===== config.mk =====
export PLATFORM = sky130hd
export DESIGN_NAME = mm_result_collector
export DESIGN_NICKNAME = d
export VERILOG_FILES = /design/src/rtl/mm_pkg.sv /design/src/rtl/mm_result_regfile.sv /design/src/rtl/mm_result_collector.sv
export SDC_FILE = /design/constraint.sdc
export NUM_CORES = 1
export LEC_CHECK = 0
export BUFFER_PORTS_ARGS = -buffer_cell sky130_fd_sc_hd__clkbuf_2
export CAP_MARGIN = 20
export CORE_MARGIN = 3
export CORE_UTILIZATION = 40
export CTS_CLUSTER_DIAMETER = 120
export DETAILED_ROUTE_END_ITERATION = 10
export RECOVER_POWER = 50
export SLEW_MARGIN = 20
export SYNTH_ARGS = -nofsm -noshare
export SYNTH_HDL_FRONTEND = slang
export SYNTH_SLANG_ARGS = --single-unit

===== constraint.sdc =====
create_clock -name clk -period 3.3 [get_ports clk]
set_input_delay 0.66 -clock clk [delete_from_list [all_inputs] [get_ports clk]]
set_output_delay 0.66 -clock clk [all_outputs]
set_load 0.02 [all_outputs]

===== src/rtl/mm_pkg.sv =====
// Shared constants and types for the matrix-multiply controller, datapath and collector.
package mm_pkg;

   localparam int unsigned MM_DW = 16;
   localparam int unsigned MM_N  = 9;
   localparam int unsigned MM_IW = 4;
   localparam int unsigned MM_CW = 8;

   // Index value the controller drives when no result is presented
   localparam logic [MM_IW-1:0] MM_IDX_IDLE = 4'b1011;

   typedef enum logic {
      IDLE    = 1'b0,
      COLLECT = 1'b1
   } mm_state_e;

endpackage


===== src/rtl/mm_result_regfile.sv =====
// N-entry result store with per-entry valid bits; one write port, one read port.
module mm_result_regfile
   import mm_pkg::*;
#(
   parameter int unsigned DW = MM_DW,
   parameter int unsigned N  = MM_N,
   parameter int unsigned IW = MM_IW
) (
   input  logic          clk,
   input  logic          reset,
   input  logic          clr,
   input  logic          wr_en,
   input  logic [IW-1:0] wr_idx,
   input  logic [DW-1:0] wr_data,
   input  logic          pop,
   input  logic [IW-1:0] rd_idx,
   output logic [DW-1:0] rd_data,
   output logic          rd_vld,
   output logic [N-1:0]  vld
);

   logic [DW-1:0] mem [N];

   // Data storage; contents are don't-care until the valid bit is set
   always_ff @(posedge clk) begin
      for (int unsigned i = 0; i < N; i++) begin
         if (wr_en && wr_idx == IW'(i)) mem[i] <= wr_data;
      end
   end

   // Valid bits; a write to the entry being popped wins so it stays valid
   always_ff @(posedge clk) begin
      if (reset || clr) begin
         vld <= '0;
      end else begin
         for (int unsigned i = 0; i < N; i++) begin
            if (pop && rd_idx == IW'(i))   vld[i] <= 1'b0;
            if (wr_en && wr_idx == IW'(i)) vld[i] <= 1'b1;
         end
      end
   end

   // Read mux at the read pointer
   always_comb begin
      rd_data = '0;
      rd_vld  = 1'b0;
      for (int unsigned i = 0; i < N; i++) begin
         if (rd_idx == IW'(i)) begin
            rd_data = mem[i];
            rd_vld  = vld[i];
         end
      end
   end

endmodule


===== src/rtl/mm_result_collector.sv =====
// Reorders indexed MAC results into a row-major valid/ready stream with frame status.
module mm_result_collector
   import mm_pkg::*;
#(
   parameter int unsigned DW = MM_DW,
   parameter int unsigned N  = MM_N,
   parameter int unsigned IW = MM_IW,
   parameter int unsigned CW = MM_CW
) (
   input  logic          clk,
   input  logic          reset,
   input  logic          output_set,
   input  logic          mem_clr,
   input  logic [IW-1:0] res_idx,
   input  logic [DW-1:0] res_data,
   output logic [DW-1:0] dout,
   output logic          dout_valid,
   input  logic          dout_ready,
   output logic          dout_last,
   output logic          frame_done,
   output logic [CW-1:0] frame_cnt,
   output logic          busy,
   output logic          err_overrun
);

   mm_state_e     state;
   mm_state_e     state_nxt;
   logic [IW-1:0] rd_ptr;
   logic [N-1:0]  vld;
   logic [DW-1:0] rf_rd_data;
   logic          rf_rd_vld;

   logic          wr_req;
   logic          tgt_vld;
   logic          pop;
   logic          pop_same;
   logic          wr_acc;
   logic          overrun;
   logic          wrap;
   logic          ptr_last;

   mm_result_regfile #(
      .DW (DW),
      .N  (N),
      .IW (IW)
   ) u_regfile (
      .clk     (clk),
      .reset   (reset),
      .clr     (mem_clr),
      .wr_en   (wr_acc),
      .wr_idx  (res_idx),
      .wr_data (res_data),
      .pop     (pop),
      .rd_idx  (rd_ptr),
      .rd_data (rf_rd_data),
      .rd_vld  (rf_rd_vld),
      .vld     (vld)
   );

   // Write/pop arbitration; mem_clr suppresses both
   always_comb begin
      wr_req   = output_set && (res_idx < IW'(N));
      tgt_vld  = 1'b0;
      for (int unsigned i = 0; i < N; i++) begin
         if (res_idx == IW'(i)) tgt_vld = vld[i];
      end
      ptr_last = (rd_ptr == IW'(N - 1));
      pop      = rf_rd_vld && dout_ready && !mem_clr;
      pop_same = pop && (rd_ptr == res_idx);
      wr_acc   = wr_req && !mem_clr && (!tgt_vld || pop_same);
      overrun  = wr_req && !mem_clr && tgt_vld && !pop_same;
      wrap     = pop && ptr_last;
   end

   assign dout       = rf_rd_data;
   assign dout_valid = rf_rd_vld;
   assign dout_last  = rf_rd_vld && ptr_last;
   assign busy       = (state == COLLECT);

   // Read pointer walks 0..N-1 on each transfer
   always_ff @(posedge clk) begin
      if (reset || mem_clr) begin
         rd_ptr <= '0;
      end else if (pop) begin
         rd_ptr <= wrap ? '0 : rd_ptr + IW'(1);
      end
   end

   // Frame completion pulse and wrapping frame counter
   always_ff @(posedge clk) begin
      if (reset) begin
         frame_done <= 1'b0;
         frame_cnt  <= '0;
      end else begin
         frame_done <= wrap;
         if (wrap) frame_cnt <= frame_cnt + CW'(1);
      end
   end

   // Sticky overrun flag, cleared only by reset or flush
   always_ff @(posedge clk) begin
      if (reset || mem_clr) begin
         err_overrun <= 1'b0;
      end else if (overrun) begin
         err_overrun <= 1'b1;
      end
   end

   // FSM state register
   always_ff @(posedge clk) begin
      if (reset) state <= IDLE;
      else       state <= state_nxt;
   end

   // FSM next state; leave COLLECT only once a frame ends with nothing pending
   always_comb begin
      state_nxt = state;
      case (state)
         IDLE:    if (wr_acc) state_nxt = COLLECT;
         COLLECT: if (frame_done && vld == '0 && !wr_acc) state_nxt = IDLE;
         default: state_nxt = IDLE;
      endcase
      if (mem_clr) state_nxt = IDLE;
   end

endmodule

==> results.toml <==
[critical_path]
start_kind = "flop"
cp-end-kind = "output port"
critPathLaunch = "rd_ptr[0]$_SDFFE_PP0N_"
critical_path_arrival_ns = 2.51
reg2reg_to = "u_regfile.mem[0][35]$_DFFE_PP_"
critical_path_class = "reg -> out"
cp_max_fo = 16
required_ns = 2.64
cp-endpoint = "dout[2]"
timing.rr.start = "rd_ptr[1]$_SDFFE_PP0N_"
rr_worst_depth = 9
r2r_slack_ns = 0.46

[global_route]
grt_overflow = 0
grt_max_degree = 33
track_usage = 0.1757
antenna_found_initial = 0
grt_pass1_wl_um = 26080
grt_pass1_vias = 4553

[power_and_ir_drop]
power.leakage_nw = 2.735
clockPowerShare = 0.444
seq_power_share = 0.531
p_comb_frac = 0.024
p_sw_uw = 897.2
p_int_mw = 3.466
swShare = 0.2056
ir_drop_mv = 0.4008
power.density_nw_per_um2 = 524.7

[logic_synthesis]
synth_top_area_cell = "edfxtp_1"
synthFlopType = "edfxtp_1"
yosysWarnings = 0
ys_seq_elements = 168
ys_seq_area_frac = 0.6846
synth_most_common_cell = "edfxtp_1"
synth_nets = 552
async_flop_share = 0
synthCells = 522
synthTopCellsByCount = "edfxtp_1, nand2_1, nor3_1"
synth_cell_types = 62
syn_area_um2 = 7018
synth-edff-count = 144
synth.top_cell.area_share = 0.6162
avgSynthCellArea_um2 = 13.44
ys_top_cells_by_area = "edfxtp_1, dfxtp_1, o22ai_1"

[clock_network]
cts_tree = "yes"
cts-root-buf = "clkbuf_16"
clk_path_buf_depth = 2
cts.sink_count = 168
htree_levels = 4
cts_post_setup_buffers_inserted = 0
insertion_delay_ns = 0.42
hold_buffers = 0
cts_inserted_buffers = 17
clkTransAtPathRegs_ns = 0.06

[final_layout]
diodes = 0
layout.nets = 623
drive_above_1_share = 0.2195
fillCellCount = 1448
fin_util = 0.4927
areaGrowthSynthToFinish_pct = 18.49

[detailed_routing]
wire_per_inst_um = 20.56
wl_met1_um = 7474
routed-wl-met2_um = 8549
ant_nets = 0
vias_per_cell = 5.676
dr.pass1.iters = 5
drt_iter0_drc = 439
finalWirelength_um = 16980
top_layer_used = "met4"
routed-wl-met3_um = 764
num_vias = 4688
drc = 0

[placement]
place.detailed.hpwl_um = 10960
io_buffers = 53
pre_cts_ws_ns = 0.2652
finalWeightedCongestion = 0.8542

[hold_path]
hold_path.class = "reg -> reg"

[sta]
tightest_slew_ns = 0.4611
finalMaxSlewViolations = 0
fin_skew_ns = 0.01106
post-route-period-util = 0.9603
slew_headroom = 0.6914
finalSetupViolations = 0
hold_viol = 0
period_needed_ns = 3.169
fin_ws_ns = 0.1311
fmax_mhz = 315.6

[die]
die_width_um = 138.5
initial_utilization = 0.4158
row_count = 47
die-area_um2 = 19170
io_pins = 54
core-area_um2 = 16880
die-height_um = 138.5

[flow_run]
cap_viol_max_count = 0

[outcome]
status = "finished clean"
area by class of cell:
cell class,instances,area [um2],area share
sequential,168,4807,0.5781
multi-input combinational,311,2082,0.2504
timing repair buffer,86,541.8,0.06515
clock buffer,18,429.2,0.05161
tap,220,275.3,0.03310
clock inverter,14,146.4,0.01760
inverter,9,33.78,0.004063
routing by layer:
metal / vias to the layer above / GRT usage
met5: - / 0
met4: 0 / 0.05356
met3: 15 / 0.03280
met2: 149 / 0.2929
met1: 2336 / 0.2353
li1: 2188 / -
cell families after synthesis:
kind of cell / Yosys count / synth area share
and+or+nand+nor: 159 / 0.1162
buffers and inverters: 43 / 0.03155
muxes: 2 / 0.002853
DFF: 168 / 0.6846
adders and majority gates: 5 / 0.008914
AOI/OAI and AO/OA: 135 / 0.1433
xor gates and xnor gates: 10 / 0.01248
through the flow:
stage | TNS (ns) | cell area (um2) | hold slack (ns) | power (mW) | std cells
global placement | 0 | 7692 | 0.4426 | 2.468 | 794
floorplan | 0 | 7018 | 0.4830 | 2.417 | 522
global route | -0.04357 | 8315 | 0.4917 | 4.492 | 826
CTS | 0 | 8279 | 0.4547 | 4.398 | 826
detailed placement | 0 | 7692 | 0.4463 | 2.472 | 794
finish | 0 | 8315 | 0.4511 | 4.363 | 826
state kept, by name, indices dropped and copies added (netlist names):
signal         count
u_regfile.vld      9
busy               1
frame_cnt          8
u_regfile.mem    144
frame_done         1
err_overrun        1
rd_ptr             4
critical path, stage by stage, from the launching register on:
cell      delay, ns
dfxtp_2        0.39
inv_1          0.12
ha_4           0.21
nor2b_2        0.17
and2_1         0.16
buf_6          0.16
a221oi_1       0.26
nor3_1         0.09
a211oi_1       0.26
nor3_1         0.09
clkbuf_2       0.17
worst min-delay path by stage:
stage	from	to	depth (start not counted)
6_report	err_overrun$_SDFFE_PP0P_	err_overrun$_SDFFE_PP0P_	2
5_1_grt	err_overrun$_SDFFE_PP0P_	err_overrun$_SDFFE_PP0P_	2
4_1_cts	err_overrun$_SDFFE_PP0P_	err_overrun$_SDFFE_PP0P_	2
3_5_place_dp	err_overrun$_SDFFE_PP0P_	err_overrun$_SDFFE_PP0P_	2
3_3_place_gp	err_overrun$_SDFFE_PP0P_	err_overrun$_SDFFE_PP0P_	2
2_1_floorplan	u_regfile.vld[5]$_SDFFE_PP0P_	u_regfile.vld[5]$_SDFFE_PP0P_	2
placed cells by master, fill, tap and decap left out, drive strengths merged, types with 8 or more instances in the layout:
cell and count:
dfxtp 24, inv 12, edfxtp 144, clkinv 8, buf 33, o22ai 33
o21ai 27, clkbuf 71, nor2 38, a21oi 9, nand2 39, nor3 37
a221oi 17, a211oi 17
power groups by stage:
| stage | logic [mW] | registers (mW) | clock network, mW |
|---|---|---|---|
| final | 0.106 | 2.32 | 1.94 |
| after global routing | 0.115 | 2.32 | 2.06 |
| after CTS | 0.108 | 2.32 | 1.97 |
| after detailed placement | 0.108 | 2.36 | 0 |
| after global placement | 0.104 | 2.36 | 0 |
| after floorplan | 0.0520 | 2.37 | 0 |
timing repair:
action                     CTS  global route
gates resized for setup      5            14
cloned                       0             0
setup endpoints to repair   16            16
No activity file was read; power rests on OpenSTA's default activity.
